**config.mk**
```make
export PLATFORM = sky130hd
export DESIGN_NAME = execute_stage
export DESIGN_NICKNAME = d
export VERILOG_FILES = /design/src/rtl/execute_stage_pkg.sv /design/src/rtl/exe_mul_seq.sv /design/src/rtl/execute_stage.sv
export SDC_FILE = /design/constraint.sdc
export NUM_CORES = 1
export LEC_CHECK = 0
export BUFFER_PORTS_ARGS = -buffer_cell sky130_fd_sc_hd__buf_4
export CORE_MARGIN = 4
export CORE_UTILIZATION = 26
export CTS_CLUSTER_DIAMETER = 30
export DETAILED_ROUTE_END_ITERATION = 12
export RECOVER_POWER = 100
export SYNTH_ARGS = -nofsm -noshare
export SYNTH_HDL_FRONTEND = slang
export SYNTH_SLANG_ARGS = --single-unit
```
**constraint.sdc**
```tcl
create_clock -name clk -period 4.25 [get_ports clk]
set_input_delay 0.85 -clock clk [delete_from_list [all_inputs] [get_ports clk]]
set_output_delay 0.85 -clock clk [all_outputs]
set_load 0.01 [all_outputs]
```
**src/rtl/execute_stage_pkg.sv**
```systemverilog
// execute_stage_pkg
// Shared definitions for the execute and write-back stages: the opcode set
// (including OP_MUL, which is only executable when EXE_MUL_EN is defined)
// and the field offsets of the {result, addr, opcode} DAO bus.
// No ports; imported by execute_stage and by write-back.
package execute_stage_pkg;

    localparam int OPC_W        = 4;
    localparam int DAO_OPC_LSB  = 0;
    localparam int DAO_ADDR_LSB = OPC_W;

    typedef enum logic [3:0] {
        OP_NOP    = 4'h0,
        OP_ADD    = 4'h1,
        OP_SUB    = 4'h2,
        OP_AND    = 4'h3,
        OP_OR     = 4'h4,
        OP_XOR    = 4'h5,
        OP_SHL    = 4'h6,
        OP_SHR    = 4'h7,
        OP_MOV_SR = 4'h8,
        OP_MOV_RR = 4'h9,
        OP_MUL    = 4'hA
    } opcode_e;

    // The result field sits above the address field, whose width is a
    // parameter of the consumer.
    function automatic int dao_res_lsb(input int addr_w);
        return addr_w + OPC_W;
    endfunction

endpackage

```
**src/rtl/exe_mul_seq.sv**
```systemverilog
// exe_mul_seq
// Iterative shift-add multiplier, one multiplier bit per cycle, DATA_W
// iterations. Only instantiated when EXE_MUL_EN is defined.
// Ports:
//   clk      in   clock, rising edge
//   reset    in   asynchronous active-low reset (aborts a running multiply)
//   start    in   load a/b and begin; ignored while busy
//   a, b     in   DATA_W-bit operands
//   busy     out  iterations in progress
//   done     out  one-cycle pulse, product valid in the same cycle
//   product  out  2*DATA_W-bit product (held until the next start)
module exe_mul_seq #(
    parameter int DATA_W = 14
) (
    input  logic                  clk,
    input  logic                  reset,
    input  logic                  start,
    input  logic [DATA_W-1:0]     a,
    input  logic [DATA_W-1:0]     b,
    output logic                  busy,
    output logic                  done,
    output logic [2*DATA_W-1:0]   product
);

    localparam int CNT_W = $clog2(DATA_W + 1);
    localparam logic [CNT_W-1:0] LAST_CNT = CNT_W'(DATA_W - 1);

    logic                  busy_r;
    logic                  done_r;
    logic [CNT_W-1:0]      cnt_r;
    logic [2*DATA_W-1:0]   acc_r;
    logic [2*DATA_W-1:0]   mcand_r;
    logic [DATA_W-1:0]     mplier_r;

    // Load on start, then add the shifted multiplicand for each set multiplier bit.
    always_ff @(posedge clk or negedge reset) begin
        if (!reset) begin
            busy_r   <= 1'b0;
            done_r   <= 1'b0;
            cnt_r    <= '0;
            acc_r    <= '0;
            mcand_r  <= '0;
            mplier_r <= '0;
        end else if (start && !busy_r) begin
            busy_r   <= 1'b1;
            done_r   <= 1'b0;
            cnt_r    <= '0;
            acc_r    <= '0;
            mcand_r  <= {{DATA_W{1'b0}}, a};
            mplier_r <= b;
        end else if (busy_r) begin
            if (mplier_r[0]) begin
                acc_r <= acc_r + mcand_r;
            end else begin
                acc_r <= acc_r;
            end
            mcand_r  <= mcand_r << 1;
            mplier_r <= mplier_r >> 1;
            cnt_r    <= cnt_r + {{(CNT_W-1){1'b0}}, 1'b1};
            // The last iteration raises done together with the final accumulate.
            done_r   <= (cnt_r == LAST_CNT);
            busy_r   <= (cnt_r != LAST_CNT);
        end else begin
            done_r <= 1'b0;
        end
    end

    assign busy    = busy_r;
    assign done    = done_r;
    assign product = acc_r;

endmodule

```
**src/rtl/execute_stage.sv**
```systemverilog
// execute_stage
// Pipeline execute stage: accepts one decoded instruction at a time,
// computes the ALU result and presents {result, addr, opcode} on DAO until
// write-back acknowledges with data_read. Registered zero/carry flags and
// a one-cycle illegal_op pulse for unsupported opcodes.
// Optional feature macro: EXE_MUL_EN (adds OP_MUL via exe_mul_seq and the
// CALC state; without it OP_MUL is reported as illegal).
// Ports:
//   clk          in   clock, rising edge
//   reset        in   asynchronous active-low reset
//   instr_valid  in   decode presents an instruction
//   instr_ready  out  stage is idle and can accept
//   opcode       in   4-bit operation code
//   op_a, op_b   in   DATA_W-bit source operands
//   dst_addr     in   ADDR_W-bit destination address (passed through)
//   DAO          out  {result, addr, opcode}
//   dao_valid    out  DAO holds an unconsumed result
//   data_read    in   write-back has sampled DAO
//   flag_z       out  last issued result was zero
//   flag_c       out  carry/borrow/shift-out/overflow of last issued result
//   illegal_op   out  one-cycle pulse after an unsupported opcode is accepted
module execute_stage
    import execute_stage_pkg::*;
#(
    parameter int DATA_W = 14,
    parameter int ADDR_W = 12
) (
    input  logic                       clk,
    input  logic                       reset,
    input  logic                       instr_valid,
    output logic                       instr_ready,
    input  logic [3:0]                 opcode,
    input  logic [DATA_W-1:0]          op_a,
    input  logic [DATA_W-1:0]          op_b,
    input  logic [ADDR_W-1:0]          dst_addr,
    output logic [DATA_W+ADDR_W+3:0]   DAO,
    output logic                       dao_valid,
    input  logic                       data_read,
    output logic                       flag_z,
    output logic                       flag_c,
    output logic                       illegal_op
);

    localparam int RES_LSB = dao_res_lsb(ADDR_W);

    typedef enum logic [1:0] {
        ST_IDLE = 2'd0,
`ifdef EXE_MUL_EN
        ST_CALC = 2'd1,
`endif
        ST_HOLD = 2'd2
    } state_e;

    state_e                      state_r;
    state_e                      state_next_s;

    opcode_e                     opc_r;
    logic [DATA_W-1:0]           a_r;
    logic [DATA_W-1:0]           b_r;
    logic [ADDR_W-1:0]           addr_r;

    logic                        accept_s;
    logic                        legal_s;
    logic                        is_mul_s;
    logic                        issue_r;
    logic                        issue_s;

    logic [DATA_W:0]             sum_s;
    logic [DATA_W:0]             diff_s;
    logic [DATA_W:0]             shl_s;
    logic [DATA_W:0]             shr_s;
    logic [DATA_W-1:0]           res_s;
    logic                        carry_s;

    logic [DATA_W+ADDR_W+3:0]    dao_r;
    logic                        dao_valid_r;
    logic                        flag_z_r;
    logic                        flag_c_r;
    logic                        illegal_r;
    logic                        ready_r;

`ifdef EXE_MUL_EN
    logic                        mul_start_s;
    logic                        mul_busy_s;
    logic                        mul_done_s;
    logic [2*DATA_W-1:0]         mul_prod_s;

    assign mul_start_s = accept_s && is_mul_s;

    exe_mul_seq #(
        .DATA_W (DATA_W)
    ) u_mul (
        .clk     (clk),
        .reset   (reset),
        .start   (mul_start_s),
        .a       (op_a),
        .b       (op_b),
        .busy    (mul_busy_s),
        .done    (mul_done_s),
        .product (mul_prod_s)
    );

    assign issue_s = issue_r || ((state_r == ST_CALC) && mul_done_s);
`else
    assign issue_s = issue_r;
`endif

    // Acceptance and opcode legality decode on the incoming instruction.
    always_comb begin
        accept_s = (state_r == ST_IDLE) && instr_valid;
        legal_s  = 1'b0;
        is_mul_s = 1'b0;
        case (opcode)
            OP_NOP, OP_ADD, OP_SUB, OP_AND, OP_OR, OP_XOR,
            OP_SHL, OP_SHR, OP_MOV_SR, OP_MOV_RR: begin
                legal_s = 1'b1;
            end
            OP_MUL: begin
                is_mul_s = 1'b1;
`ifdef EXE_MUL_EN
                legal_s  = 1'b1;
`else
                legal_s  = 1'b0;
`endif
            end
            default: begin
                legal_s = 1'b0;
            end
        endcase
    end

    // State register.
    always_ff @(posedge clk or negedge reset) begin
        if (!reset) begin
            state_r <= ST_IDLE;
        end else begin
            state_r <= state_next_s;
        end
    end

    // Next-state logic.
    always_comb begin
        state_next_s = state_r;
        case (state_r)
            ST_IDLE: begin
                if (accept_s && legal_s) begin
`ifdef EXE_MUL_EN
                    if (is_mul_s) begin
                        state_next_s = ST_CALC;
                    end else begin
                        state_next_s = ST_HOLD;
                    end
`else
                    state_next_s = ST_HOLD;
`endif
                end else begin
                    state_next_s = ST_IDLE;
                end
            end
`ifdef EXE_MUL_EN
            ST_CALC: begin
                // A multiplier that is neither busy nor done cannot finish;
                // fall back to IDLE rather than wait forever.
                if (mul_done_s) begin
                    state_next_s = ST_HOLD;
                end else if (!mul_busy_s) begin
                    state_next_s = ST_IDLE;
                end else begin
                    state_next_s = ST_CALC;
                end
            end
`endif
            ST_HOLD: begin
                if (dao_valid_r && data_read) begin
                    state_next_s = ST_IDLE;
                end else begin
                    state_next_s = ST_HOLD;
                end
            end
            default: begin
                state_next_s = ST_IDLE;
            end
        endcase
    end

    // ALU on the latched instruction; carries come out of one extra bit.
    always_comb begin
        sum_s   = {1'b0, a_r} + {1'b0, b_r};
        diff_s  = {1'b0, a_r} - {1'b0, b_r};
        // One guard bit each side catches the last bit shifted out; shifts
        // beyond DATA_W push only zeros through it.
        shl_s   = {1'b0, a_r} << b_r[3:0];
        shr_s   = {a_r, 1'b0} >> b_r[3:0];
        res_s   = '0;
        carry_s = 1'b0;
        case (opc_r)
            OP_ADD: begin
                res_s   = sum_s[DATA_W-1:0];
                carry_s = sum_s[DATA_W];
            end
            OP_SUB: begin
                res_s   = diff_s[DATA_W-1:0];
                carry_s = diff_s[DATA_W];
            end
            OP_AND: begin
                res_s = a_r & b_r;
            end
            OP_OR: begin
                res_s = a_r | b_r;
            end
            OP_XOR: begin
                res_s = a_r ^ b_r;
            end
            OP_SHL: begin
                res_s   = shl_s[DATA_W-1:0];
                carry_s = shl_s[DATA_W];
            end
            OP_SHR: begin
                res_s   = shr_s[DATA_W:1];
                carry_s = shr_s[0];
            end
            OP_MOV_SR, OP_MOV_RR: begin
                res_s = a_r;
            end
`ifdef EXE_MUL_EN
            OP_MUL: begin
                res_s   = mul_prod_s[DATA_W-1:0];
                carry_s = |mul_prod_s[2*DATA_W-1:DATA_W];
            end
`endif
            default: begin
                res_s   = '0;
                carry_s = 1'b0;
            end
        endcase
    end

    // Instruction capture, result issue, handshake and flag registers.
    always_ff @(posedge clk or negedge reset) begin
        if (!reset) begin
            opc_r       <= OP_NOP;
            a_r         <= '0;
            b_r         <= '0;
            addr_r      <= '0;
            issue_r     <= 1'b0;
            illegal_r   <= 1'b0;
            ready_r     <= 1'b1;
            dao_r       <= '0;
            dao_valid_r <= 1'b0;
            flag_z_r    <= 1'b0;
            flag_c_r    <= 1'b0;
        end else begin
            if (accept_s) begin
                opc_r  <= opcode_e'(opcode);
                a_r    <= op_a;
                b_r    <= op_b;
                addr_r <= dst_addr;
            end else begin
                opc_r  <= opc_r;
                a_r    <= a_r;
                b_r    <= b_r;
                addr_r <= addr_r;
            end
            // Single-cycle ops issue on the edge after acceptance.
            issue_r   <= accept_s && legal_s && !is_mul_s;
            illegal_r <= accept_s && !legal_s;
            // Registered decode of the next state; data_read has no
            // combinational path to instr_ready.
            ready_r   <= (state_next_s == ST_IDLE);
            if (issue_s) begin
                dao_r[RES_LSB +: DATA_W]      <= res_s;
                dao_r[DAO_ADDR_LSB +: ADDR_W] <= addr_r;
                dao_r[DAO_OPC_LSB +: OPC_W]   <= opc_r;
                dao_valid_r                   <= 1'b1;
                flag_z_r                      <= (res_s == '0);
                flag_c_r                      <= carry_s;
            end else if (dao_valid_r && data_read) begin
                dao_valid_r <= 1'b0;
            end else begin
                dao_valid_r <= dao_valid_r;
            end
        end
    end

    assign instr_ready = ready_r;
    assign DAO         = dao_r;
    assign dao_valid   = dao_valid_r;
    assign flag_z      = flag_z_r;
    assign flag_c      = flag_c_r;
    assign illegal_op  = illegal_r;

endmodule

```
==> results of run 1 <==
-- worst register-to-register path, stage by stage (launching register included) --
cell and delay (ps):
dfrtp_1 610, inv_1 270, ha_1 490, inv_1 110, o41a_1 410, a41o_1 280
o21ai_2 220, a21oi_1 110, nor3_2 230, nor2_1 90, o41ai_1 550, mux2_2 270
-- sequential cells by signal, indices dropped and copies added, names as in the netlist --
| name | cells |
|---|---|
| instr_ready | 1 |
| state_r | 1 |
| dao_valid | 1 |
| b_r | 14 |
| illegal_op | 1 |
| issue_r | 1 |
| addr_r | 12 |
| flag_c | 1 |
| opc_r | 4 |
| flag_z | 1 |
| a_r | 14 |
| DAO | 30 |
-- cells by family after synthesis --
kind of cell	Yosys count
xor gates and xnor gates	8
adders and majority gates	48
muxes	63
DFF	81
AOI/OAI and AO/OA	218
and+or+nand+nor	223
buffers and inverters	92
-- area by class of cell --
| cell class | count | share of cell area [%] |
|---|---|---|
| Clock inverter | 7 | 1.15 |
| Tap cell | 324 | 5.38 |
| Timing Repair Buffer | 102 | 8.37 |
| Sequential cell | 81 | 26.9 |
| Multi-Input combinational cell | 560 | 53.0 |
| Inverter | 44 | 2.19 |
| Clock buffer | 9 | 2.99 |
-- stage by stage --
stage               setup WS (ps)  utilization, %  hold slack (ps)
detailed placement            756            30.4              484
CTS                           720            31.7              502
global route                  351            31.0              503
global placement              782            30.4              484
floorplan                    1030               -              432
finish                        536            31.0              476
-- worst min path at each step --
stage | start | end | slack [ps] | depth (start not counted)
after floorplan | state_r[1]$_DFF_PN0_ | illegal_op$_DFF_PN0_ | 430 | 1
after global placement | addr_r[3]$_DFFE_PN0P_ | DAO[7]$_DFFE_PN0P_ | 480 | 1
after detailed placement | DAO[16]$_DFFE_PN0P_ | DAO[16]$_DFFE_PN0P_ | 480 | 1
after CTS | DAO[16]$_DFFE_PN0P_ | DAO[16]$_DFFE_PN0P_ | 500 | 1
after global routing | state_r[1]$_DFF_PN0_ | illegal_op$_DFF_PN0_ | 500 | 1
final | state_r[1]$_DFF_PN0_ | illegal_op$_DFF_PN0_ | 480 | 1
-- cell usage in the layout (no fill, tap or decap), types with 7 or more instances in the layout --
cell type  instances
a211oi_1          11
ha_1              46
clkbuf_1          38
mux2i_1           15
o21ai_0           61
nor2_1            57
inv_1             42
xnor2_1            8
nand2_1           78
o211ai_1          11
buf_4             59
mux2_2            41
a21oi_1           46
nor2b_1           12
dfrtp_1           80
nor3_1            16
a22oi_1           12
o221ai_1           7
clkbuf_16          9
nand3_1           13
-- power breakdown --
part | switching, uW | internal [uW]
combinational | 2820 | 1780
clock | 373 | 469
sequential | 414 | 1140
total | 3600 | 3400
-- layer usage --
| layer | track usage, % | vias up |
|---|---|---|
| met5 | 0 | - |
| met4 | 6.37 | 4 |
| met3 | 3.77 | 50 |
| met2 | 25.3 | 251 |
| met1 | 21.7 | 2880 |
| li1 | - | 2787 |
==> summary.txt, run 1 <==
CP cell instances: inv_1, ha_1, inv_1, o41a_1, a41o_1, o21ai_2, a21oi_1, nor3_2, nor2_1, o41ai_1, mux2_2
WL per Instance: 19.6 um
Status: complete, but fails checks
Pre-Repair DR Iteration Count: 5
Met3 wire length: 1590 um
RSZ-0062 raised after global routing: false
Critical Path Source Type: flop
Die X-Extent: 165 um
Largest net degree at the start of global routing: 59
Register area: 2030 um2
Avg Cell Area, Syn: 8.78 um2
Cell taking the most area after synthesis: dfrtp_1
CORE AREA: 24300 um2
Yosys reg bits: 81
R2r setup slk: 540 ps
Port-buffer cells: 82
Adder-cell share of the synthesized area: 9.56%
Slew Viols, Final: 137
TritonCTS clock tree: built
Cell area after layout: 7540 um2
Min cycle time layout: 3710 ps
YS warnings: 0
# hold bufs at CTS: 0
Final nets: 894
Share of cells above drive strength 1: 17.9%
I/O Pins: 83
Post-Synth XOR/XNOR Area: 1.09%
Gpl congestion: 0.984
Die H: 165 um
Final hold vios: 0
Maximum capacitance violations: 3
Max Used Layer: met5
Reg2reg end: DAO[29]$_DFFE_PN0P_
Cell count after synthesis: 733
Cell count along the critical path: 11
Post-CTS resize count: 0
Worst min path class: reg -> reg
CP Data Arrival Time: 4000 ps
Most common cell in the netlist: dfrtp_1
Setup crit end kind: flop
Max Clock Skew: 14.9 ps
Met1 Wirelength: 9700 um
Max-slew headroom: -60.0%
Root buf cell: clkbuf_16
Netlist cell types: 80
Failing checks: max-capacitance violations, max-slew violations
# diodes: 0
Power Total: 7000 uW
Area post-placement: 7390 um2
Worst R2R Start: a_r[8]$_DFFE_PN0P_
Worst setup endpoint: DAO[29]$_DFFE_PN0P_
Setup tns final: 0 ps
Synthesized area: 6440 um2
Slowest cell on crit path: dfrtp_1
Period utilization: 87.4%
First-pass GRT wire length: 34300 um
Slowest stage delay, CP: 610 ps
Worst Path Max Fanout: 8
Via density: 5.30
Worst path most repeated cell: inv_1
Detailed Route Iter0 Violations: 664
Mux share of post-synthesis cell area: 12.0%
Post-Synth Simple-Gate Area: 16.7%
CTS clock-pin slew for the worst setup and hold paths: 70 ps
Vias in the first global route: 5933
Vias: 5972
Total gr overflow: 0
Antenna violations before repair: 1
FF-to-FF path depth: 11
Fmax: 269 MHz
Wire length on met2: 10100 um
Post-synth top area share: 31.1%
Final cell count without fillers: 1127
Cells after DPL: 1111
Setup Fix Bufs, Post-CTS: 0
# rows: 57
Area growth from synthesis to layout: 17.1%
Post-synth ARST share: 100%
Total track usage: 16.2%
P_leak: 0.00314 uW
Net count after synthesis: 829
Clk Latency, worst-skew pair: 360 ps
Power Density: 929 nW/um2
CTS H-Tree Depth: 3
Initial Util: 26.5%
Seq/Total Area, Yosys: 31.5%
Worst Max-Slew Pin Slew: 2400 ps
Number of synthesized flops with an enable pin: 0
Area of the multi-input gates: 4000 um2
# fillers: 2588
Drt total wl: 22100 um
Ys flop type: dfrtp_1
Final setup violation count: 0
Crit path from: a_r[8]$_DFFE_PN0P_
Peak supply drop: 331 uV
Detail Placement HPWL: 16900 um
Main combinational cell family by area after synthesis: compound AO/OA/AOI/OAI gates
Setup Crit Path Kind: reg -> reg
Complex-gate fraction of the synthesized area: 22.9%
Die area: 27300 um2
Worst Path Required: 4540 ps
Clock sinks: 81
Antenna viol nets, final: 0
Synth top cells by count: dfrtp_1 (80), nand2_1 (78), o21ai_0 (61), nor2_1 (57)
DRC viols: 0
Top post-synthesis cells by area: dfrtp_1 (31%), ha_1 (8.9%), mux2_2 (7.2%)
Cts bufs inserted: 9
CP Buf/Inv Count: 2
Max Root-Sink Buffers: 2
Top delay family on crit path: compound AO/OA/AOI/OAI gates
Power figures use the tool's default switching activity.
==> inputs of run 2 (changes only) <==
Settings changed: BUFFER_PORTS_ARGS -buffer_cell sky130_fd_sc_hd__buf_4 to -buffer_cell sky130_fd_sc_hd__buf_2, CORE_UTILIZATION 26 to 25.
==> summary.txt, run 2 (synthesis gave the netlist of run 1 again) <==
Status: complete, but fails checks
Failing checks: max-capacitance violations, max-slew violations
Die H: 168 um (+1.9%)
Area post-placement: 7180 um2 (-2.9%)
Clk Latency, worst-skew pair: 350 ps (about the same)
Setup Fix Bufs, Post-CTS: 0 (unchanged)
DRC viols: 0 (unchanged)
Clk network pwr share: 12.7% (+0.7 points)
Cell area after layout: 7420 um2 (-1.5%)
WL per Instance: 19.6 um (about the same)
Maximum capacitance violations: 2 (-1)
Post-layout util: 29.4% (-1.6 points)
Gpl congestion: 0.968 (-1.6%)
CTS clock-pin slew for the worst setup and hold paths: 70 ps (about the same)
TritonCTS clock tree: built
Net Sw Power: 3620 uW (+0.39%)
Gate power share: 64.1% (-1.6 points)
CORE AREA: 25300 um2 (+3.8%)
Total track usage: 15.5% (-0.66 points)
Drt total wl: 22200 um (+0.48%)
Period utilization: 87.3% (-0.10 points)
Root buf cell: clkbuf_16
Vias in the first global route: 5950 (+0.29%)
Antenna violations before repair: 0 (-1)
Cts bufs inserted: 9 (unchanged)
Fmax: 270 MHz (+0.12%)
First-pass GRT wire length: 34800 um (+1.6%)
Detailed Route Iter0 Violations: 674 (+1.5%)
Port-buffer cells: 82 (unchanged)
Area growth from synthesis to layout: 15.3%
Max-slew headroom: -94.7% (-35 points)
Total gr overflow: 0 (unchanged)
CTS H-Tree Depth: 3 (unchanged)
Initial Util: 25.5% (-0.98 points)
Worst Path Required: 4490 ps (-50 ps)
Wire length on met2: 9830 um (-2.9%)
Post-CTS resize count: 0 (unchanged)
Peak supply drop: 508 uV (+53%)
# diodes: 0 (unchanged)
Setup tns final: 0 ps (unchanged)
Net Sw Frac: 51.4% (-0.070 points)
Pre-Repair DR Iteration Count: 8 (+3)
Worst Max-Slew Pin Slew: 2920 ps (+521 ps)
Min cycle time layout: 3710 ps (-4.30 ps)
Met1 Wirelength: 9650 um (-0.57%)
Setup crit end kind: flop
CP Data Arrival Time: 3950 ps (-50 ps)
Worst min path class: reg -> reg
Max Clock Skew: 9.19 ps (-5.71 ps)
Hold_ws: 461 ps (-15.6 ps)
Clock sinks: 81 (unchanged)
Largest net degree at the start of global routing: 52 (-12%)
Via density: 5.32 (+0.43%)
P_leak: 0.00309 uW (-1.6%)
Power Density: 948 nW/um2 (+2.1%)
# fillers: 2775 (+7.2%)
Die X-Extent: 168 um (+1.9%)
Pint: 3420 uW (+0.67%)
Max Used Layer: met4
Max FFs per register: 30 (unchanged)
Commonest non-fill, non-tap cell in the layout: dfrtp_1
Most frequent cells in the layout: dfrtp_1 (79), nand2_1 (78), o21ai_0 (61), nor2_1 (57)
Power Total: 7040 uW (+0.53%)
Antenna viol nets, final: 0 (unchanged)
Critical Path Source Type: flop
# rows: 58 (+1.8%)
Met3 wire length: 1920 um (+21%)
Die area: 28400 um2 (+3.8%)
Share of cells above drive strength 1: 17.5% (-0.48 points)
Final nets: 893 (-0.11%)
Max Root-Sink Buffers: 2 (unchanged)
Slew Viols, Final: 97 (-29%)
Power share of the sequential group: 23.2% (+0.9 points)
RSZ-0062 raised after global routing: false
I/O Pins: 83 (unchanged)
Detail Placement HPWL: 16600 um (-2.1%)
# hold bufs at CTS: 0 (unchanged)
Worst Path Max Fanout: 9 (+1)
Vias: 6024 (+0.87%)
Setup Crit Path Kind: reg -> reg
Final setup violation count: 0 (unchanged)
Final hold vios: 0 (unchanged)
run 2: path summary, 6_finish.rpt:
check | from | end | slack (ps) | cells past startpoint
hold reg to reg | state_r[1]$_DFF_PN0_ | illegal_op$_DFF_PN0_ | 460 | 1
setup / recovery | a_r[1]$_DFFE_PN0P_ | flag_z$_DFFE_PN0P_ | 540 | 10
hold / removal | state_r[1]$_DFF_PN0_ | illegal_op$_DFF_PN0_ | 460 | 1
max in group asynchronous | reset | issue_r$_DFF_PN0_ | 940 | 1
setup reg to reg | a_r[1]$_DFFE_PN0P_ | flag_z$_DFFE_PN0P_ | 540 | 10
min in group asynchronous | reset | b_r[3]$_DFFE_PN0P_ | 1450 | 1
run 2: power groups by stage:
stage               Combinational, uW  Clock [uW]  Sequential [uW]
finish                           4510         894             1630
detailed placement               4490           0             1630
floorplan                        3200           0             1490
CTS                              4510         917             1620
global route                     4910         948             1690
global placement                 4510           0             1610
run 2: area by class of cell:
| class | count | area (um2) | area share [%] |
|---|---|---|---|
| multi-input cells | 560 | 3990 | 53.7 |
| inverters | 44 | 165 | 2.22 |
| clock inverters | 6 | 97.6 | 1.31 |
| clock buffers | 10 | 239 | 3.22 |
| repair buffers | 101 | 492 | 6.62 |
| flip-flops and latches | 81 | 2030 | 27.3 |
| well taps | 330 | 413 | 5.56 |
run 2: worst max-delay path, stage by stage, from the launching register on:
cell       delay [ps]
dfrtp_1           510
inv_1             210
ha_1              360
a21o_1            220
a41oi_1           350
nand2_1           130
a221o_1           360
a2111oi_0         750
and4b_1           350
nand4_1           110
o41ai_1           270
run 2: routing by layer:
| layer | vias up | track usage [%] |
|---|---|---|
| met5 | - | 0 |
| met4 | 0 | 6.18 |
| met3 | 61 | 3.81 |
| met2 | 309 | 23.7 |
| met1 | 2869 | 21.2 |
| li1 | 2785 | - |
run 2: metrics by stage:
stage	setup WS (ps)	instances
2_1_floorplan	1030	733
3_3_place_gp	752	1116
3_5_place_dp	816	1116
4_1_cts	782	1132
5_1_grt	266	1132
6_report	541	1132
==> inputs of run 3 (changes only) <==
Clock period 4.25 ns to 4.75 ns, I/O delays scaled along.
==> summary.txt, run 3 (synthesis gave the netlist of run 1 again) <==
HP Start: state_r[1]$_DFF_PN0_
Gpl congestion: 0.998 (+3.1%)
Antenna violations before repair: 0 (unchanged)
CP Buf/Inv Count: 1 (unchanged)
Root buf cell: clkbuf_16
CP Data Arrival Time: 4150 ps (+200 ps)
Initial Util: 25.5% (unchanged)
Die H: 168 um (unchanged)
Reg2reg end: flag_z$_DFFE_PN0P_
Worst min path class: reg -> reg
Setup Fix Bufs, Post-CTS: 0 (unchanged)
R2r setup slk: 840 ps (+300 ps)
DRC viols: 0 (unchanged)
Most frequent cells in the layout: dfrtp_1 (79), nand2_1 (78), o21ai_0 (61), nor2_1 (57)
Period utilization: 82.4% (-4.9 points)
CTS H-Tree Depth: 3 (unchanged)
First-pass GRT wire length: 34900 um (+0.22%)
Final hold vios: 0 (unchanged)
Max-slew headroom: -87.5% (+7.2 points)
# fillers: 2782 (+0.25%)
Cts bufs inserted: 9 (unchanged)
Wire length on met2: 10200 um (+4.0%)
Worst Path Max Fanout: 9 (unchanged)
Largest net degree at the start of global routing: 70 (+35%)
Detail Placement HPWL: 16800 um (+0.95%)
Clk Latency, worst-skew pair: 360 ps (about the same)
Critical Path Source Type: flop
Setup crit end kind: flop
Slew Viols, Final: 166 (+71%)
# diodes: 0 (unchanged)
Post-layout util: 29.2% (-0.18 points)
Met1 Wirelength: 9840 um (+2.0%)
CTS clock-pin slew for the worst setup and hold paths: 80 ps (about the same)
WL per Instance: 19.8 um (+0.78%)
WHS Endpoint: illegal_op$_DFF_PN0_
Status: complete, but fails checks
Port-buffer cells: 82 (unchanged)
TritonCTS clock tree: built
Maximum capacitance violations: 3 (+1)
Final nets: 886 (-0.78%)
Commonest non-fill, non-tap cell in the layout: dfrtp_1
Slowest stage delay, CP: 770 ps (+20 ps)
Worst Max-Slew Pin Slew: 2810 ps (-108 ps)
Vias in the first global route: 5934 (-0.27%)
Max Root-Sink Buffers: 2 (unchanged)
Slowest cell on crit path: a2111oi_0
Pre-Repair DR Iteration Count: 5 (-3)
CP cell instances: inv_1, ha_1, a21o_1, a41oi_1, nand2_1, a221o_1, a2111oi_0, and4b_1, nand4_1, o41ai_1
P_leak: 0.00306 uW (-1.0%)
Worst R2R Start: a_r[1]$_DFFE_PN0P_
Vias: 6047 (+0.38%)
Drt total wl: 22200 um (+0.15%)
Die area: 28400 um2 (unchanged)
Setup tns final: 0 ps (unchanged)
Antenna viol nets, final: 0 (unchanged)
Failing checks: max-capacitance violations, max-slew violations
Die X-Extent: 168 um (unchanged)
Max Clock Skew: 19.1 ps (+9.88 ps)
Power Total: 6320 uW (-10%)
Final setup violation count: 0 (unchanged)
# rows: 58 (unchanged)
Total gr overflow: 0 (unchanged)
Max Used Layer: met4
Via density: 5.38 (+1.0%)
FF-to-FF path depth: 10 (unchanged)
Area growth from synthesis to layout: 14.6%
RSZ-0062 raised after global routing: false
Met3 wire length: 1540 um (-20%)
Post-CTS resize count: 0 (unchanged)
Clock sinks: 81 (unchanged)
Setup Crit Path Kind: reg -> reg
Power Density: 856 nW/um2 (-9.7%)
Cell count along the critical path: 10 (unchanged)
CORE AREA: 25300 um2 (unchanged)
Max FFs per register: 30 (unchanged)
Top delay family on crit path: compound AO/OA/AOI/OAI gates
Share of cells above drive strength 1: 17.1% (-0.35 points)
Detailed Route Iter0 Violations: 637 (-5.5%)
Fmax: 256 MHz (-5.2%)
I/O Pins: 83 (unchanged)
Peak supply drop: 317 uV (-38%)
Min cycle time layout: 3910 ps (+203 ps)
Total track usage: 15.4% (-0.15 points)
Worst Path Required: 4990 ps (+500 ps)
Area of the multi-input gates: 4000 um2 (+0.16%)
Worst hold stages: 1 (unchanged)
Register area: 2030 um2 (unchanged)
# hold bufs at CTS: 0 (unchanged)
-- run 3: report_power, final --
group	switching, uW	internal, uW
sequential	453	1020
combinational	2490	1550
clock	328	472
-- run 3: per-layer routing --
| layer | vias up | track usage (%) |
|---|---|---|
| met4 | 0 | 4.98 |
| met1 | 2975 | 21.1 |
| met3 | 43 | 2.92 |
| met5 | - | 0 |
| li1 | 2762 | - |
| met2 | 267 | 24.6 |
-- run 3: worst max path at each step --
| stage | to | start | slack (ps) |
|---|---|---|---|
| final | flag_z$_DFFE_PN0P_ | a_r[1]$_DFFE_PN0P_ | 840 |
| after CTS | flag_z$_DFFE_PN0P_ | a_r[1]$_DFFE_PN0P_ | 1090 |
| after global routing | a_r[0]$_DFFE_PN0P_ | instr_valid | 520 |
| after detailed placement | flag_z$_DFFE_PN0P_ | a_r[1]$_DFFE_PN0P_ | 1120 |
| after global placement | flag_z$_DFFE_PN0P_ | a_r[1]$_DFFE_PN0P_ | 1100 |
| after floorplan | flag_z$_DFFE_PN0P_ | b_r[2]$_DFFE_PN0P_ | 1530 |
-- run 3: layout make-up --
| type | instances | area share (%) |
|---|---|---|
| timing repair buffer | 94 | 6.02 |
| inverter | 44 | 2.24 |
| tap | 330 | 5.60 |
| sequential | 81 | 27.5 |
| clock inverter | 7 | 1.46 |
| multi-input combinational | 560 | 54.1 |
| clock buffer | 9 | 3.05 |
-- run 3: through the flow --
step	hold WS, ps	worst slack [ps]	area [um2]	cells
finish	477	837	7380	1125
global route	492	518	7380	1125
CTS	507	1090	7460	1125
detailed placement	490	1120	7130	1109
global placement	482	1100	7130	1109
floorplan	432	1530	6440	733
